## src/rtl/soc_system_adc_sample_fifo.sv

```systemverilog
// ADC sample FIFO with an Avalon-MM slave front end.
// Qualified ADC samples are queued on chip; software pops them through a
// read-to-pop DATA register and watches level, overflow and a threshold irq.
module soc_system_adc_sample_fifo #(
  parameter int unsigned DATA_W = 12,
  parameter int unsigned DEPTH  = 16
) (
  input  logic              clk,
  input  logic              reset_n,
  input  logic [1:0]        address,
  input  logic              chipselect,
  input  logic              read,
  input  logic              write,
  input  logic [31:0]       writedata,
  output logic [31:0]       readdata,
  input  logic [DATA_W-1:0] in_port,
  input  logic              in_valid,
  output logic              irq
);

  localparam int unsigned LVL_W = $clog2(DEPTH) + 1;
  localparam int unsigned PTR_W = $clog2(DEPTH);

  localparam logic [1:0] AddrData   = 2'd0;
  localparam logic [1:0] AddrStatus = 2'd1;
  localparam logic [1:0] AddrCtrl   = 2'd2;
  localparam logic [1:0] AddrThresh = 2'd3;

  logic [DATA_W-1:0] mem_q [DEPTH];

  logic [PTR_W-1:0] wr_ptr_q, wr_ptr_d;
  logic [PTR_W-1:0] rd_ptr_q, rd_ptr_d;
  logic [LVL_W-1:0] level_q, level_d;
  logic             ovf_q, ovf_d;
  logic             en_q, en_d;
  logic             irq_en_q, irq_en_d;
  logic [15:0]      thresh_q, thresh_d;
  logic [31:0]      readdata_q, readdata_d;
  logic             irq_q, irq_d;

  logic cs_rd, cs_wr;
  logic empty, full;
  logic flush, push_req, push, pop, overflow;
  logic [31:0] data_word;
  logic [31:0] status_word;

  // Only these writedata bits carry meaning in the register map.
  logic unused_wdata;
  assign unused_wdata = ^{writedata[31:19], writedata[17:16]};

  // Bus qualification and FIFO event decode.
  always_comb begin
    cs_rd    = chipselect & read;
    cs_wr    = chipselect & write;
    empty    = (level_q == '0);
    full     = (level_q == LVL_W'(DEPTH));
    flush    = cs_wr & (address == AddrCtrl) & writedata[2];
    // Flush wins over any same-cycle push or pop.
    pop      = cs_rd & (address == AddrData) & ~empty & ~flush;
    push_req = en_q & in_valid;
    push     = push_req & (~full | pop) & ~flush;
    overflow = push_req & full & ~pop & ~flush;
  end

  // Next state for pointers, level and control registers.
  always_comb begin
    wr_ptr_d = wr_ptr_q;
    rd_ptr_d = rd_ptr_q;
    level_d  = level_q;
    ovf_d    = ovf_q;
    en_d     = en_q;
    irq_en_d = irq_en_q;
    thresh_d = thresh_q;

    if (flush) begin
      wr_ptr_d = '0;
      rd_ptr_d = '0;
      level_d  = '0;
    end else begin
      if (push) wr_ptr_d = wr_ptr_q + PTR_W'(1);
      if (pop)  rd_ptr_d = rd_ptr_q + PTR_W'(1);
      if (push && !pop) level_d = level_q + LVL_W'(1);
      else if (pop && !push) level_d = level_q - LVL_W'(1);
    end

    if (cs_wr && (address == AddrStatus) && writedata[18]) ovf_d = 1'b0;
    // A new overflow in the clearing cycle is kept rather than lost.
    if (overflow) ovf_d = 1'b1;

    if (cs_wr && (address == AddrCtrl)) begin
      en_d     = writedata[0];
      irq_en_d = writedata[1];
    end
    if (cs_wr && (address == AddrThresh)) thresh_d = writedata[15:0];
  end

  // Read-data mux; readdata holds between read strobes.
  always_comb begin
    data_word = '0;
    if (!empty) begin
      data_word[DATA_W-1:0] = mem_q[rd_ptr_q];
      data_word[31]         = 1'b1;
    end
    status_word        = '0;
    status_word[15:0]  = 16'(level_q);
    status_word[16]    = empty;
    status_word[17]    = full;
    status_word[18]    = ovf_q;

    readdata_d = readdata_q;
    if (cs_rd) begin
      unique case (address)
        AddrData:   readdata_d = data_word;
        AddrStatus: readdata_d = status_word;
        AddrCtrl:   readdata_d = {30'd0, irq_en_q, en_q};
        AddrThresh: readdata_d = {16'd0, thresh_q};
        default:    readdata_d = '0;
      endcase
    end
  end

  // Interrupt computed from current registered state, one cycle behind it.
  always_comb begin
    irq_d = irq_en_q & ((32'(level_q) >= 32'(thresh_q)) | ovf_q);
  end

  // Control and status state with asynchronous reset.
  always_ff @(posedge clk or negedge reset_n) begin
    if (!reset_n) begin
      wr_ptr_q   <= '0;
      rd_ptr_q   <= '0;
      level_q    <= '0;
      ovf_q      <= 1'b0;
      en_q       <= 1'b0;
      irq_en_q   <= 1'b0;
      thresh_q   <= 16'd1;
      readdata_q <= '0;
      irq_q      <= 1'b0;
    end else begin
      wr_ptr_q   <= wr_ptr_d;
      rd_ptr_q   <= rd_ptr_d;
      level_q    <= level_d;
      ovf_q      <= ovf_d;
      en_q       <= en_d;
      irq_en_q   <= irq_en_d;
      thresh_q   <= thresh_d;
      readdata_q <= readdata_d;
      irq_q      <= irq_d;
    end
  end

  // Sample storage; deliberately not reset.
  always_ff @(posedge clk) begin
    if (push) mem_q[wr_ptr_q] <= in_port;
  end

  assign readdata = readdata_q;
  assign irq      = irq_q;

endmodule

```

## config.mk

```make
export PLATFORM = sky130hd
export DESIGN_NAME = soc_system_adc_sample_fifo
export DESIGN_NICKNAME = d
export VERILOG_FILES = /design/src/rtl/soc_system_adc_sample_fifo.sv
export SDC_FILE = /design/constraint.sdc
export NUM_CORES = 1
export LEC_CHECK = 0
export CORE_UTILIZATION = 60
export CTS_CLUSTER_SIZE = 40
export DETAILED_ROUTE_END_ITERATION = 10
export GPL_ROUTABILITY_DRIVEN = 1
export MAX_ROUTING_LAYER = met4
export PLACE_DENSITY = 0.91
export SYNTH_ARGS = -nofsm -noshare
export SYNTH_HDL_FRONTEND = slang
export SYNTH_SLANG_ARGS = --single-unit
```

## constraint.sdc

```tcl
create_clock -name clk -period 8.3 [get_ports clk]
set_input_delay 1.66 -clock clk [delete_from_list [all_inputs] [get_ports clk]]
set_output_delay 1.66 -clock clk [all_outputs]
set_load 0.05 [all_outputs]
```

---- Word level (Yosys, flattened, before mapping) ----
Memory sizes are Yosys's and may differ from the RTL's.
Cells that the tools add are included.
storage, ports and cells
  logic and storage cells ................. 67
  output and inout bits ................... 33
  memories ................................ 1
  bits of input ports ..................... 52
  flip-flop bits (word level) ............. 65
  memory bits (writable) .................. 192
operators by class
  $add $sub $neg .......................... 4
  eq/ne operators ......................... 4
  bitwise operators ....................... 20
  multiplexer cells ....................... 14
  reductions and logical operators ........ 14
  magnitude comparators ................... 1
memory list
  name   depth  width  rd ports  clocked after Yosys merged registers in  write ports  line  RTL
  mem_q  16     12     1         0                                        1            29    logic [DATA_W-1:0] mem_q [DEPTH];
operators with widths
  kind                                                                 count
  32-bit case mux with 4 select lines                                  1
  5-bit by 16-bit >= comparator with 1-bit output                      1
  4-bit two-way mux                                                    4
  5-bit two-way mux                                                    3
  1-bit bitwise AND                                                    14
  12-bit two-way mux                                                   1
  4-bit by 1-bit adder with 4-bit output (second input constant)       2
  1-bit logical AND                                                    6
  2-bit nonzero test                                                   3
  5-bit by 1-bit adder with 5-bit output (second input constant)       1
  5-bit == test (second input constant)                                1
  5-bit zero test                                                      1
  1-bit two-way mux                                                    5
  5-bit by 1-bit subtractor with 5-bit output (second input constant)  1
  2-bit == test (second input constant)                                2
  1-bit NOT                                                            4
  3-bit nonzero test                                                   1
  2-bit by 1-bit == test with 1-bit output (second input constant)     1
  1-bit zero test                                                      2
  2-bit zero test                                                      1
  1-bit bitwise OR                                                     2

---- Longest topological paths before layout ----
  word-level depth ........................ 13
  mapped depth ............................ 11
  depth with buffers taken out ............ 9

---- Least setup slack after synthesis ----
OpenSTA, ideal clock, no wires.
  kind .................................... input-to-reg
  start ................................... input address[1]
  end ..................................... memory mem_q[3][0], enable pin
  cell stages on the path ................. 7
  arrival time ............................ 3.839 ns
  buffers on the path ..................... 2
  library setup time ...................... 0.412 ns
  path slack .............................. 4.049 ns
  cell sequence ........................... buf_4 and4b_1 and2_1 buf_6 nor2_2 nand2_1 nor4_1
between the ends
  word-level cells in the longest chain between the ends .. 10
ends and longest elaborated chain
  element                                      line    RTL
  start, declared                              10      input logic [1:0] address,
  2-bit == test                                57      flush = cs_wr & (address == AddrCtrl) & writedata[2];
  1-bit bitwise AND (2 in series)              57
  1-bit NOT                                    59, 61
  1-bit bitwise AND                            59      pop = cs_rd & (address == AddrData) & ~empty & ~flush;
  1-bit bitwise OR                             61      push = push_req & (~full | pop) & ~flush;
  1-bit bitwise AND                            61
  1-bit bitwise AND (*)                        61
  1-bit two-way mux (*)                        154     if (push) mem_q[wr_ptr_q] <= in_port;
  1-bit two-way mux (not written as such) (*)  154
  end, declared                                29
Every way passes the cells marked *; elsewhere a longest branch is shown, timed or not.

---- Final worst setup path ----
  start ................................... input address[1]
  end ..................................... register level_q[4]
between the ends
  word-level cells in the longest chain between the ends .. 11
ends and longest elaborated chain
  element                                                         line    RTL
  2-bit == test                                                   57
  1-bit bitwise AND (2 in series)                                 57
  1-bit NOT                                                       59, 61
  1-bit bitwise AND                                               59
  1-bit bitwise OR                                                61
  1-bit bitwise AND (2 in series)                                 61
  1-bit logical AND / 1-bit zero test (equally long branches)     82, 83
  5-bit two-way mux / 1-bit logical AND (equally long branches)   82, 83
  5-bit two-way mux / 3-bit nonzero test (equally long branches)  n/a
  end signal, assigned                                            142     level_q <= level_d;
  end, declared                                                   33      logic [LVL_W-1:0] level_q, level_d;
Parallel ways exist; a longest one is shown, timed or not.
A chain may end at the register's enable or synchronous reset.

==> impl_metrics.py <==
metrics = {
    "outcome": {
        "run_status": "finished, final reports clean",
    },
    "clock_network": {
        "post_cts_buffers": 0,
        "htree_levels": 1,
        "cts_buffers": 24,
        "cts_tree": "done",
        "clockRootBuffer": "clkbuf_16",
        "cts_max_path_buffers": 3,
        "cts_hold_buf": 0,
        "clkLatencyLatePin_ns": 0.54,
        "path_clk_slew_ns": 0.06,
        "cts_resized": 0,
        "cts.sinks": 245,
    },
    "critical_path": {
        "worstPathBufferInverterCount": 1,
        "crit_path_frequent_cell": "nand3_1",
        "arrival_ns": 5.04,
        "startpoint_type": "primary input",
        "slowest_stage": "clkdlybuf4s50_1",
        "cpPeakStageDelay_ns": 0.63,
        "critPathTopFamily": "compound AO/OA/AOI/OAI gates",
        "rr_worst_depth": 9,
        "r2r_slack_ns": 5.14,
        "critical_path_class": "primary input to flop",
        "reg2reg_from": "level_q[1]",
        "r2r-end": "level_q[4]",
        "path_max_fanout": 10,
        "end_kind": "flop",
        "crit_chain": "clkdlybuf4s50_1 -> nand4bb_4 -> a31oi_1 -> nand3_1 -> fa_1 -> a21o_1 -> a21oi_1 -> nand3_1 -> a211o_1 -> o311ai_1",
        "cp_data_required_time_ns": 8.71,
    },
    "synthesis": {
        "synth_mux_area_frac": 0.1352,
        "synth-main-ff-cell": "edfxtp_1",
        "synthSimpleGateAreaFrac": 0.07514,
        "ys_top_cells_by_count": "edfxtp_1, nand2_1, dfrtp_1, mux4_2, nor2_1",
        "synth_top_area_cell": "edfxtp_1",
        "synthesis.area_um2": 10240,
        "synth_compound_area_frac": 0.04252,
        "synth_edf_count": 192,
        "synth_top_area_share": 0.5630,
        "synth.most_common_cell": "edfxtp_1",
        "synth_adder_area_share": 0.01906,
        "synth_top_family_by_area": "multiplexers",
        "synth-warning-count": 0,
        "async_reset_ff_frac": 0.2163,
        "synth.avg_cell_area_um2": 16.33,
        "synthCells": 627,
        "synth_xor_area_frac": 0.006842,
        "yosysUniqueCellTypes": 58,
        "synth_seq_cells": 245,
        "synth-seq-area-share": 0.6926,
        "synth_area_leaders": "edfxtp_1, dfrtp_1, mux4_2, nand2_1, mux2_2",
    },
    "pwr": {
        "vdd_drop_max_v": 0.0001943,
        "pwr-share-seq": 0.459,
        "pwr-share-clk": 0.282,
        "combPwrFrac": 0.259,
        "power.leakage_nw": 4.101,
        "power_switching_w": 0.001162,
        "swShare": 0.3257,
        "internal_power_w": 0.002406,
        "powerDensity_nw_per_um2": 304.6,
    },
    "finish": {
        "nets": 753,
        "nFillCells": 961,
        "utilization": 0.7038,
        "final_cells": 922,
        "n_antenna_cell": 0,
        "design_area_um2": 11710,
        "area_delta_synth_final_pct": 14.37,
        "drive_gt1_frac": 0.1909,
        "register_area_um2": 7098,
        "multi_input_area_um2": 2965,
    },
    "placement": {
        "routabilityCongestion": 0.8702,
        "dp.cells": 880,
        "dpl.hpwl_mm": 14.45,
        "placedInstanceArea_um2": 10990,
        "port_buffers": 57,
    },
    "floorplan": {
        "io_pins": 85,
        "num_rows": 47,
        "dieHeight_um": 132.6,
        "dieWidth_um": 132.6,
        "dieArea_um2": 17590,
        "coreArea_um2": 16640,
        "initial_utilization": 0.6154,
    },
    "detailed_routing": {
        "wl_mm": 23.62,
        "ant_nets": 0,
        "drt_iter0_markers": 629,
        "firstDrtPassIters": 5,
        "vias": 5964,
        "wl_per_cell_um": 25.62,
        "remaining_drc_errors": 0,
        "via_per_inst": 6.469,
    },
    "sta": {
        "final_max_slew_viol_count": 0,
        "worst_pin_slew_ns": 1.340,
        "rsz0062_at_grt": "no",
        "finalHoldViolCount": 0,
        "setup_tns_ns": 0,
        "setup_viol": 0,
        "min_period_over_period": 0.5571,
        "fmaxAchievable_mhz": 216.3,
        "skew_ns": 0.02916,
        "worst_hold_slack_ns": 0.4858,
        "max_slew_margin": 0.1034,
        "post-route-min-period_ns": 4.624,
    },
    "global_routing": {
        "grt_pass1_vias": 6195,
        "grt_pass1_wl_mm": 36.10,
        "grt_remaining_overflow": 0,
        "grt_util_all_layers": 0.2866,
        "grt_max_degree": 55,
        "antenna_found_initial": 0,
    },
    "min_path": {
        "hold_end": "readdata[17]",
        "hold_path_class": "flop to flop",
        "hold_start": "readdata[17]",
        "hold_depth": 2,
    },
    "job": {
        "cap_viol_max_count": 0,
    },
}
worst max-delay path by stage:
stage                    start           to  slack, ns  depth (start not counted)
detailed placement  address[1]   level_q[4]       3.21                         10
global placement    address[1]   level_q[4]       3.36                         10
global route        address[1]   level_q[4]       3.45                         10
CTS                 address[1]   level_q[4]       3.73                         10
floorplan           address[1]  mem_q[3][0]       4.05                          7
finish              address[1]   level_q[4]       3.68                         10
state kept, by name, summed over array words and instances (netlist names):
| name | flops |
|---|---|
| wr_ptr_q | 4 |
| mem_q | 192 |
| en_q | 1 |
| thresh_q | 16 |
| level_q | 5 |
| irq | 1 |
| irq_en_q | 1 |
| rd_ptr_q | 4 |
| ovf_q | 1 |
| readdata | 20 |
per-stage QoR:
stage | setup WS [ns] | total power (W)
3_3_place_gp | 3.360 | 0.002489
4_1_cts | 3.734 | 0.003564
2_1_floorplan | 4.049 | 0.002255
6_report | 3.676 | 0.003568
5_1_grt | 3.454 | 0.003690
3_5_place_dp | 3.205 | 0.002547
final cells by class:
class | count | share of cell area
well taps | 220 | 0.02350
inverters | 14 | 0.004487
clock inverters | 13 | 0.008439
clock buffers | 29 | 0.05288
flip-flops and latches | 245 | 0.6060
repair buffers | 62 | 0.05149
multi-input cells | 339 | 0.2532
cells by family (layout without fill, tap and decap cells):
logic type,count (synthesis),in the layout
other,1,12
multiplexers,79,79
XOR/XNOR,8,8
adder cells (fa/ha/maj),15,15
buffers and inverters,54,118
AND/OR/NAND/NOR,164,164
AO/OA/AOI/OAI,61,61
flip-flops,245,245
worst reg2reg max path: stages, from the launching register on:
cell      delay (ns)
dfrtp_1         0.58
nor4_4          0.13
a31oi_1         0.57
nand3_1         0.34
fa_1            0.50
a21o_1          0.20
a21oi_1         0.26
nand3_1         0.15
a211o_1         0.28
o311ai_1        0.07
power groups by stage:
| stage | logic, W | registers, W | clock network [W] |
|---|---|---|---|
| 3_3_place_gp | 0.000844 | 0.00164 | 0 |
| 4_1_cts | 0.000912 | 0.00164 | 0.00102 |
| 6_report | 0.000923 | 0.00164 | 0.00101 |
| 3_5_place_dp | 0.000891 | 0.00166 | 0 |
| 5_1_grt | 0.000978 | 0.00166 | 0.00105 |
| 2_1_floorplan | 0.000655 | 0.00160 | 0 |
layer usage:
layer	routed length [um]	up-vias	part of all wire	track usage
li1	-	2506	-	-
met1	8444	2984	0.36	0.3550
met2	12060	402	0.51	0.4728
met3	2151	72	0.091	0.03908
met4	960	0	0.041	0.1341
met5	0	-	0	-
layout by cell type, fill, tap and decap left out, drive strengths merged, types with 11 or more instances in the layout:
| cell type | count |
|---|---|
| conb | 12 |
| clkinv | 11 |
| edfxtp | 192 |
| nor2 | 30 |
| mux2 | 25 |
| ha | 14 |
| mux4 | 45 |
| inv | 14 |
| nand3 | 12 |
| dfrtp | 52 |
| clkdlybuf4s50 | 56 |
| a21oi | 19 |
| nand2 | 83 |
| clkbuf | 29 |
No activity file was read; power rests on OpenSTA's default activity.
